### src/rtl/victim_wb_buffer.sv
// N-way victim select (one-hot LRU) feeding a writeback FIFO drained through a valid/ready port.
// Optional macro VICTIM_SNOOP_EN adds a combinational snoop lookup over the queued entries.
module victim_wb_buffer #(
  parameter int WAYS   = 4,
  parameter int DATA_W = 8,
  parameter int TAG_W  = 7,
  parameter int DEPTH  = 2
) (
  input  logic                     clock,
  input  logic                     resetn,
  input  logic                     evict_req,
  output logic                     evict_ready,
  input  logic [WAYS-1:0]          lru,
  input  logic [WAYS-1:0]          dirty,
  input  logic [WAYS*DATA_W-1:0]   way_data,
  input  logic [WAYS*TAG_W-1:0]    way_tag,
  output logic                     mem_wr_valid,
  input  logic                     mem_wr_ready,
  output logic [TAG_W-1:0]         mem_wr_addr,
  output logic [DATA_W-1:0]        mem_wr_data,
  output logic                     lru_err
`ifdef VICTIM_SNOOP_EN
  ,
  input  logic [TAG_W-1:0]         snoop_addr,
  output logic                     snoop_hit,
  output logic [DATA_W-1:0]        snoop_data
`endif
);

  localparam int PTR_W = $clog2(DEPTH);
  localparam int CNT_W = $clog2(DEPTH + 1);

  typedef enum logic [1:0] {EMPTY, PARTIAL, FULL} occ_t;

  occ_t              occ;
  logic [CNT_W-1:0]  count;
  logic [CNT_W-1:0]  count_next;
  logic [PTR_W-1:0]  head;
  logic [PTR_W-1:0]  tail;
  logic [TAG_W-1:0]  tag_q  [DEPTH];
  logic [DATA_W-1:0] data_q [DEPTH];

  logic [TAG_W-1:0]  sel_tag;
  logic [DATA_W-1:0] sel_data;
  logic              sel_dirty;
  logic              lru_onehot;
  logic              accept;
  logic              push;
  logic              pop;

  // OR-mux over ways; only meaningful when lru is one-hot, which gates the push.
  always_comb begin
    sel_tag   = '0;
    sel_data  = '0;
    sel_dirty = 1'b0;
    for (int i = 0; i < WAYS; i++) begin
      if (lru[i]) begin
        sel_tag   = sel_tag  | way_tag[i*TAG_W +: TAG_W];
        sel_data  = sel_data | way_data[i*DATA_W +: DATA_W];
        sel_dirty = sel_dirty | dirty[i];
      end
    end
  end

  assign lru_onehot = (lru != '0) && ((lru & (lru - WAYS'(1))) == '0);
  assign accept     = evict_req && evict_ready;
  assign push       = accept && lru_onehot && sel_dirty;
  assign pop        = mem_wr_valid && mem_wr_ready;

  always_comb begin
    count_next = count;
    if (push && !pop)
      count_next = count + CNT_W'(1);
    else if (pop && !push)
      count_next = count - CNT_W'(1);
  end

  // Occupancy state tracks count so the handshake outputs come straight from a register.
  always_ff @(posedge clock or negedge resetn) begin
    if (!resetn) begin
      count   <= '0;
      head    <= '0;
      tail    <= '0;
      occ     <= EMPTY;
      lru_err <= 1'b0;
      for (int i = 0; i < DEPTH; i++) begin
        tag_q[i]  <= '0;
        data_q[i] <= '0;
      end
    end else begin
      count <= count_next;
      if (count_next == '0)
        occ <= EMPTY;
      else if (count_next == CNT_W'(DEPTH))
        occ <= FULL;
      else
        occ <= PARTIAL;
      if (push) begin
        tag_q[tail]  <= sel_tag;
        data_q[tail] <= sel_data;
        tail         <= tail + PTR_W'(1);
      end
      if (pop)
        head <= head + PTR_W'(1);
      if (accept && !lru_onehot)
        lru_err <= 1'b1;
    end
  end

  assign evict_ready  = (occ != FULL);
  assign mem_wr_valid = (occ != EMPTY);
  assign mem_wr_addr  = tag_q[head];
  assign mem_wr_data  = data_q[head];

`ifdef VICTIM_SNOOP_EN
  logic [PTR_W-1:0] snoop_idx;

  // Walk oldest to youngest so a later match overrides an earlier one.
  always_comb begin
    snoop_hit  = 1'b0;
    snoop_data = '0;
    snoop_idx  = head;
    for (int i = 0; i < DEPTH; i++) begin
      snoop_idx = head + PTR_W'(i);
      if ((CNT_W'(i) < count) && (tag_q[snoop_idx] == snoop_addr)) begin
        snoop_hit  = 1'b1;
        snoop_data = data_q[snoop_idx];
      end
    end
  end
`endif

endmodule

### config.mk
export PLATFORM = sky130hd
export DESIGN_NAME = victim_wb_buffer
export DESIGN_NICKNAME = d
export VERILOG_FILES = /design/src/rtl/victim_wb_buffer.sv
export SDC_FILE = /design/constraint.sdc
export NUM_CORES = 1
export LEC_CHECK = 0
export BUFFER_PORTS_ARGS = -buffer_cell sky130_fd_sc_hd__buf_2
export CAP_MARGIN = 20
export CORE_UTILIZATION = 50
export CTS_BUF_LIST = sky130_fd_sc_hd__clkbuf_4 sky130_fd_sc_hd__clkbuf_8
export DETAILED_ROUTE_END_ITERATION = 12
export PLACE_DENSITY = 0.94
export SYNTH_ARGS = -nofsm -noshare
export SYNTH_HDL_FRONTEND = slang
export SYNTH_SLANG_ARGS = --single-unit
### constraint.sdc
create_clock -name clock -period 5.2 [get_ports clock]
set_clock_uncertainty 0.2 [all_clocks]
set_input_delay 0.78 -clock clock [delete_from_list [all_inputs] [get_ports clock]]
set_output_delay 0.78 -clock clock [all_outputs]
set_load 0.01 [all_outputs]
## Word-level counts from Yosys, hierarchy flattened

Index checks and enable logic that the tools add are counted.

- Output and inout bits: 18
- Bits in registers: 37
- Word-level logic and storage cells: 75

- Order comparisons: 3
- Add/sub/neg operators: 5
- Bitwise operators: 12
- Muxes and demuxes: 28
- Reduce and logical (&&, ||, !) cells: 16
- Equal/unequal tests: 2

Operator list:

| cell | count |
|---|---|
| $mux W8 | 8 |
| $mux W7 | 8 |
| $or A8 B8 Y8 | 3 |
| $or A7 B7 Y7 | 3 |
| $bwmux W16 | 1 |
| $bwmux W14 | 1 |
| $logic_and A1 B1 Y1 | 9 |
| $demux W8 S1 | 1 |
| $mux W2 | 4 |
| $demux W7 S1 | 1 |
| $and A4 B4 Y4 | 1 |
| $ge A2 B2 Y1 const B | 2 |
| $logic_not A4 Y1 | 1 |
| $mux W1 | 4 |
| $not A1 Y2 | 2 |
| $reduce_bool A4 Y1 | 1 |
| $sub A4 B1 Y4 const B | 1 |
| $logic_not A1 Y1 | 3 |
| $or A1 B1 Y1 | 3 |
| $add A1 B1 Y1 const B | 2 |
| $add A2 B1 Y2 const B | 1 |
| $eq A2 B2 Y1 const B | 1 |
| $logic_not A2 Y1 | 1 |
| $lt A2 B1 Y1 const B | 1 |
| other kinds (3) | 3 |

## Logic depth before layout (Yosys ltp)

- Depth after elaboration: 15
- Gate-level depth with buffers: 9
- Mapped depth without buffers: 8

## Least setup slack after synthesis

OpenSTA, ideal clock, no wires.

- Kind: input to register
- Start: in lru[3]
- End: reg data_q[13] (netlist bit)
- Arrival time: 2.365 ns
- Slack: 2.510 ns
- Setup time: 0.125 ns
- Path buffers: 3
- Required time: 4.875 ns
- Stages on the path: 7
- Path through: buf_6 nor4b_4 a211oi_2 or4_1 buf_2 buf_6 mux2_4

- Word-level cells in the longest chain between the ends: 6
- Elaborated cells on any way between the ends: 10

Ends and longest elaborated chain:

| element | RTL line | RTL |
|---|---|---|
| start: declaration | 13 | `input logic [WAYS-1:0] lru,` |
| $sub A4 B1 Y4 | 65 | `assign lru_onehot = (lru != '0) && ((lru & (lru - WAYS'(1))) == '0);` |
| $and A4 B4 Y4 | 65 |  |
| $logic_not A4 Y1 | 65 |  |
| $logic_and A1 B1 Y1 | 65 |  |
| $logic_and A1 B1 Y1 (2 in series) | 67 | `assign push = accept && lru_onehot && sel_dirty;` |
| end signal: indexed assignment | 100 | `data_q[tail] <= sel_data;` |
| end: declaration | 41 | `logic [DATA_W-1:0] data_q [DEPTH];` |

Several ways; a longest one is shown, not always the timed one.
A chain may end at the register's enable or synchronous reset.

## Final worst setup path

- Start: in lru[0]
- End: reg data_q[10] (netlist bit)

- Word-level cells in the longest chain between the ends: 8
- Elaborated cells on any way between the ends: 22

Ends and longest elaborated chain:

| element | RTL line | RTL |
|---|---|---|
| $mux W8 / $mux W1 (equally long branches) | 57 | `if (lru[i]) begin` |
| $or A8 B8 Y8 / $or A1 B1 Y1 (equally long branches) | 59, 60 |  |
| $mux W8 / $mux W1 (equally long branches) | 57 |  |
| $or A8 B8 Y8 / $or A1 B1 Y1 (equally long branches) | 59, 60 |  |
| $mux W8 / $mux W1 (equally long branches) | 57 |  |
| $or A8 B8 Y8 / $or A1 B1 Y1 (equally long branches) | 59, 60 |  |
| $mux W8 / $mux W1 (equally long branches) | 57 |  |
| $bwmux W16 / $logic_and A1 B1 Y1 (equally long branches) | 100, 67 |  |

Several ways; a longest one is shown, not always the timed one.

==> flow_summary_export.csv <==
group,metric,value,unit
placed_design,hpwl,3700,microns
floorplan,io_pins,90,
grt,grt_max_degree,37,
critical_path,crit_family,"compound AO/OA/AOI/OAI gates",
min_path,holdPathEnd,"lru_err",
synthesis,synth.area.top_cells,"dfrtp_1 43%, a22oi_1 11%, mux2_1 11%",
timing,rsz0062_at_grt,"no",
critical_path,slowest_delay,730,ps
status,outcome,"finished, final reports clean",
detailed_routing,drt_iter0_markers,77,
floorplan,num_rows,23,
min_path,worstHoldPathCells,1,
cts,cts_setup_buffers,0,
detailed_routing,ant_nets,0,
timing,final_max_slew_viol_count,0,
cts,cts.sinks,36,
power,total_leakage_power,1.26,nW
critical_path,critPathSlowestCell,"or4_1",
final_layout,antennaDiodeCount,0,
cts,cts.htree.levels,2,
cts,cts_hold_buffers,0,
critical_path,critical_path.max_fanout,19,
timing,slew_headroom,29.6,%
power,irDropWorstVdd,0.222,mV
detailed_routing,routedWlPerCell,17.0,microns
synthesis,synth-seq-cells,36,
synthesis,synthesis.nets,248,
timing,setup_viol,0,
timing,tns,0,ps
min_path,hp-class,"reg -> reg",
critical_path,cp.required,5170,ps
grt,grtUsageTotal,25.2,%
cts,cts_buffers,5,
grt,grt_first_pass_wirelength,8070,microns
floorplan,die-height,66.8,microns
critical_path,cp.arrival,2930,ps
critical_path,worstPathCellList,"buf_2 > a22o_1 > a221oi_1 > or4_1 > mux2_1",
detailed_routing,viasPerCell,5.61,
grt,grt_pass1_vias,1717,
synthesis,yosys_warnings,0,
critical_path,worstRegToRegCells,4,
grt,grt_antenna_before_repair,0,
min_path,hold_start,"lru_err",
critical_path,worst-setup-path-type,"in -> reg",
synthesis,syn_area,2100,sq um
critical_path,r2r_start,"occ[0]",
critical_path,endpoint_kind,"flip-flop",
synthesis,avgSynthCellArea,12.1,sq um
synthesis,synth_top_area_share,42.9,%
final_layout,num-nets-final,330,
floorplan,dieArea,4460,sq um
placed_design,place_ws,1930,ps
cts,cts-root-buf,"clkbuf_8",
cts,cts_resized,0,
timing,hold_viol,0,
detailed_routing,routed_wl,5220,microns
final_layout,nFillCells,324,
timing,fmax,338,MHz
floorplan,start_util,52.1,%
grt,overflow,0,
critical_path,r2r-end,"data_q[10]",
cts,cts_tree,"done",
critical_path,start_kind,"input pin",
detailed_routing,route.detailed.drc,0,
timing,period_needed,2960,ps
final_layout,synthToLayoutAreaGrowth,24.3,%
synthesis,synth_cells,174,
floorplan,die_x,66.8,microns
cts,clk-insertion-delay-late,290,ps
cts,ctsLongestPathBuffers,2,
placed_design,numPortBuffers,89,
cts,path_clk_slew,70,ps
critical_path,cp.buffers_inverters,1,
timing,period_share,56.9,%
timing,worstMarginPinSlew,1050,ps
detailed_routing,first_pass_iters,4,
timing,timing.final.ws_setup,2240,ps
synthesis,synth_cell_type_count,31,
detailed_routing,vias,1723,
synthesis,synth_top_area_cell,"dfrtp_1",
run,max_cap_viol_count,0,
power,cellPowerDensity,480,nW/um^2
placed_design,gp_congestion,0.755,
floorplan,coreArea,4030,sq um
critical_path,rrSetupSlack,2760,ps
final_layout,drive_gt1_share,49.4,%
synthesis,ys_seq_area_share,42.9,%
[synthesized netlist by cell type]
master,n
mux2_4,10
nand2_1,19
a31o_1,1
nor3_1,2
or2_2,1
clkbuf_1,5
or4_1,1
ha_1,2
a22oi_1,30
nand2b_1,1
o21ai_0,1
inv_1,3
a211oi_2,1
dfrtp_1,36
mux2i_1,1
nor2b_1,1
buf_4,1
o211ai_1,1
a21oi_1,1
nor2_1,2
buf_2,3
buf_1,1
mux2_1,20
a221oi_1,1
nor4b_4,3
xor2_1,2
xnor2_1,2
buf_6,4
a22o_1,2
mux2_2,15
nor3b_1,1
[per-layer routing]
layer / track usage, % / part of all wire (%) / vias to the layer above
li1: - / - / 806
met1: 31.2 / 43 / 816
met2: 37.2 / 47 / 81
met3: 8.22 / 6.2 / 20
met4: 16.5 / 3.7 / 0
met5: 0 / 0 / -
[final cells by class]
type | count | area, sq um | area share, %
tap | 50 | 62.6 | 2.40
inverter | 3 | 11.3 | 0.431
multi-input combinational | 121 | 1100 | 42.1
sequential | 36 | 901 | 34.5
clock inverter | 2 | 10.0 | 0.383
timing repair buffer | 89 | 445 | 17.1
clock buffer | 6 | 82.6 | 3.16
[how the worst max path moves through the flow]
| stage | slack [ps] | start | to | depth (start not counted) |
|---|---|---|---|---|
| floorplan | 2510 | lru[3] | data_q[13] | 7 |
| global placement | 2010 | lru[2] | data_q[9] | 5 |
| detailed placement | 1930 | lru[0] | data_q[10] | 5 |
| CTS | 2250 | lru[0] | data_q[10] | 5 |
| global route | 2140 | lru[3] | tag_q[4] | 5 |
| finish | 2240 | lru[0] | data_q[10] | 5 |
[report_power, final]
part	switching [W]	internal, W	total, W	leakage, nW
logic	0.000217	0.000308	0.000525	0.795
registers	0.000105	0.000416	0.000521	0.414
clock network	0.000101	0.000106	0.000207	0.0510
total	0.000423	0.000829	0.00125	1.26
[metrics by stage]
stage / total power, W / hold WS (ps) / cells / util [%] / instance area, sq um
3_5_place_dp: 0.00105 / 257 / 299 / 62.5 / 2520
3_3_place_gp: 0.00102 / 262 / 299 / 62.5 / 2520
4_1_cts: 0.00126 / 274 / 307 / 64.8 / 2610
6_report: 0.00125 / 273 / 307 / 64.8 / 2610
5_1_grt: 0.00134 / 300 / 307 / 64.8 / 2610
2_1_floorplan: 0.000863 / 252 / 174 / - / 2100
[worst reg2reg max path, stage by stage (launching register included)]
cell      delay, ps
dfrtp_1         470
nand2b_1        180
nand2_1         120
or4_1           880
mux2_1          480
[cell usage in the layout (no fill, tap or decap)]
| master | count |
|---|---|
| buf_2 | 89 |
| dfrtp_1 | 36 |
| a22oi_1 | 30 |
| mux2_1 | 20 |
| nand2_1 | 19 |
| mux2_2 | 15 |
| mux2_4 | 10 |
| clkbuf_8 | 6 |
| nor4b_4 | 3 |
| inv_1 | 3 |
| xor2_1 | 2 |
| nor2_1 | 2 |
| a22o_1 | 2 |
| nor3_1 | 2 |
| xnor2_1 | 2 |
| ha_1 | 2 |
| clkinv_2 | 2 |
| a211oi_2 | 1 |
| nand2b_1 | 1 |
| a221oi_1 | 1 |
| or2_2 | 1 |
| mux2i_1 | 1 |
| nor2b_1 | 1 |
| or4_1 | 1 |
| a31o_1 | 1 |
| a21oi_1 | 1 |
| nor3b_1 | 1 |
| o21ai_0 | 1 |
| o211ai_1 | 1 |
[registers in the layout (all words and copies together), names as in the netlist, named ones only]
register and count:
tag_q 14, head 1, tail 1, lru_err 1
occ 2, data_q 16
[logic make-up (layout without fill, tap and decap cells)]
| kind of cell | Yosys count | after routing | share of synthesized area [%] |
|---|---|---|---|
| xor gates and xnor gates | 4 | 4 | 1.67 |
| adders and majority gates | 2 | 2 | 1.19 |
| muxes | 46 | 46 | 26.4 |
| AOI/OAI and AO/OA | 38 | 38 | 13.8 |
| DFF | 36 | 36 | 42.9 |
| buffers and inverters | 17 | 100 | 4.82 |
| and+or+nand+nor | 31 | 31 | 9.23 |
Power figures use the tool's default switching activity.
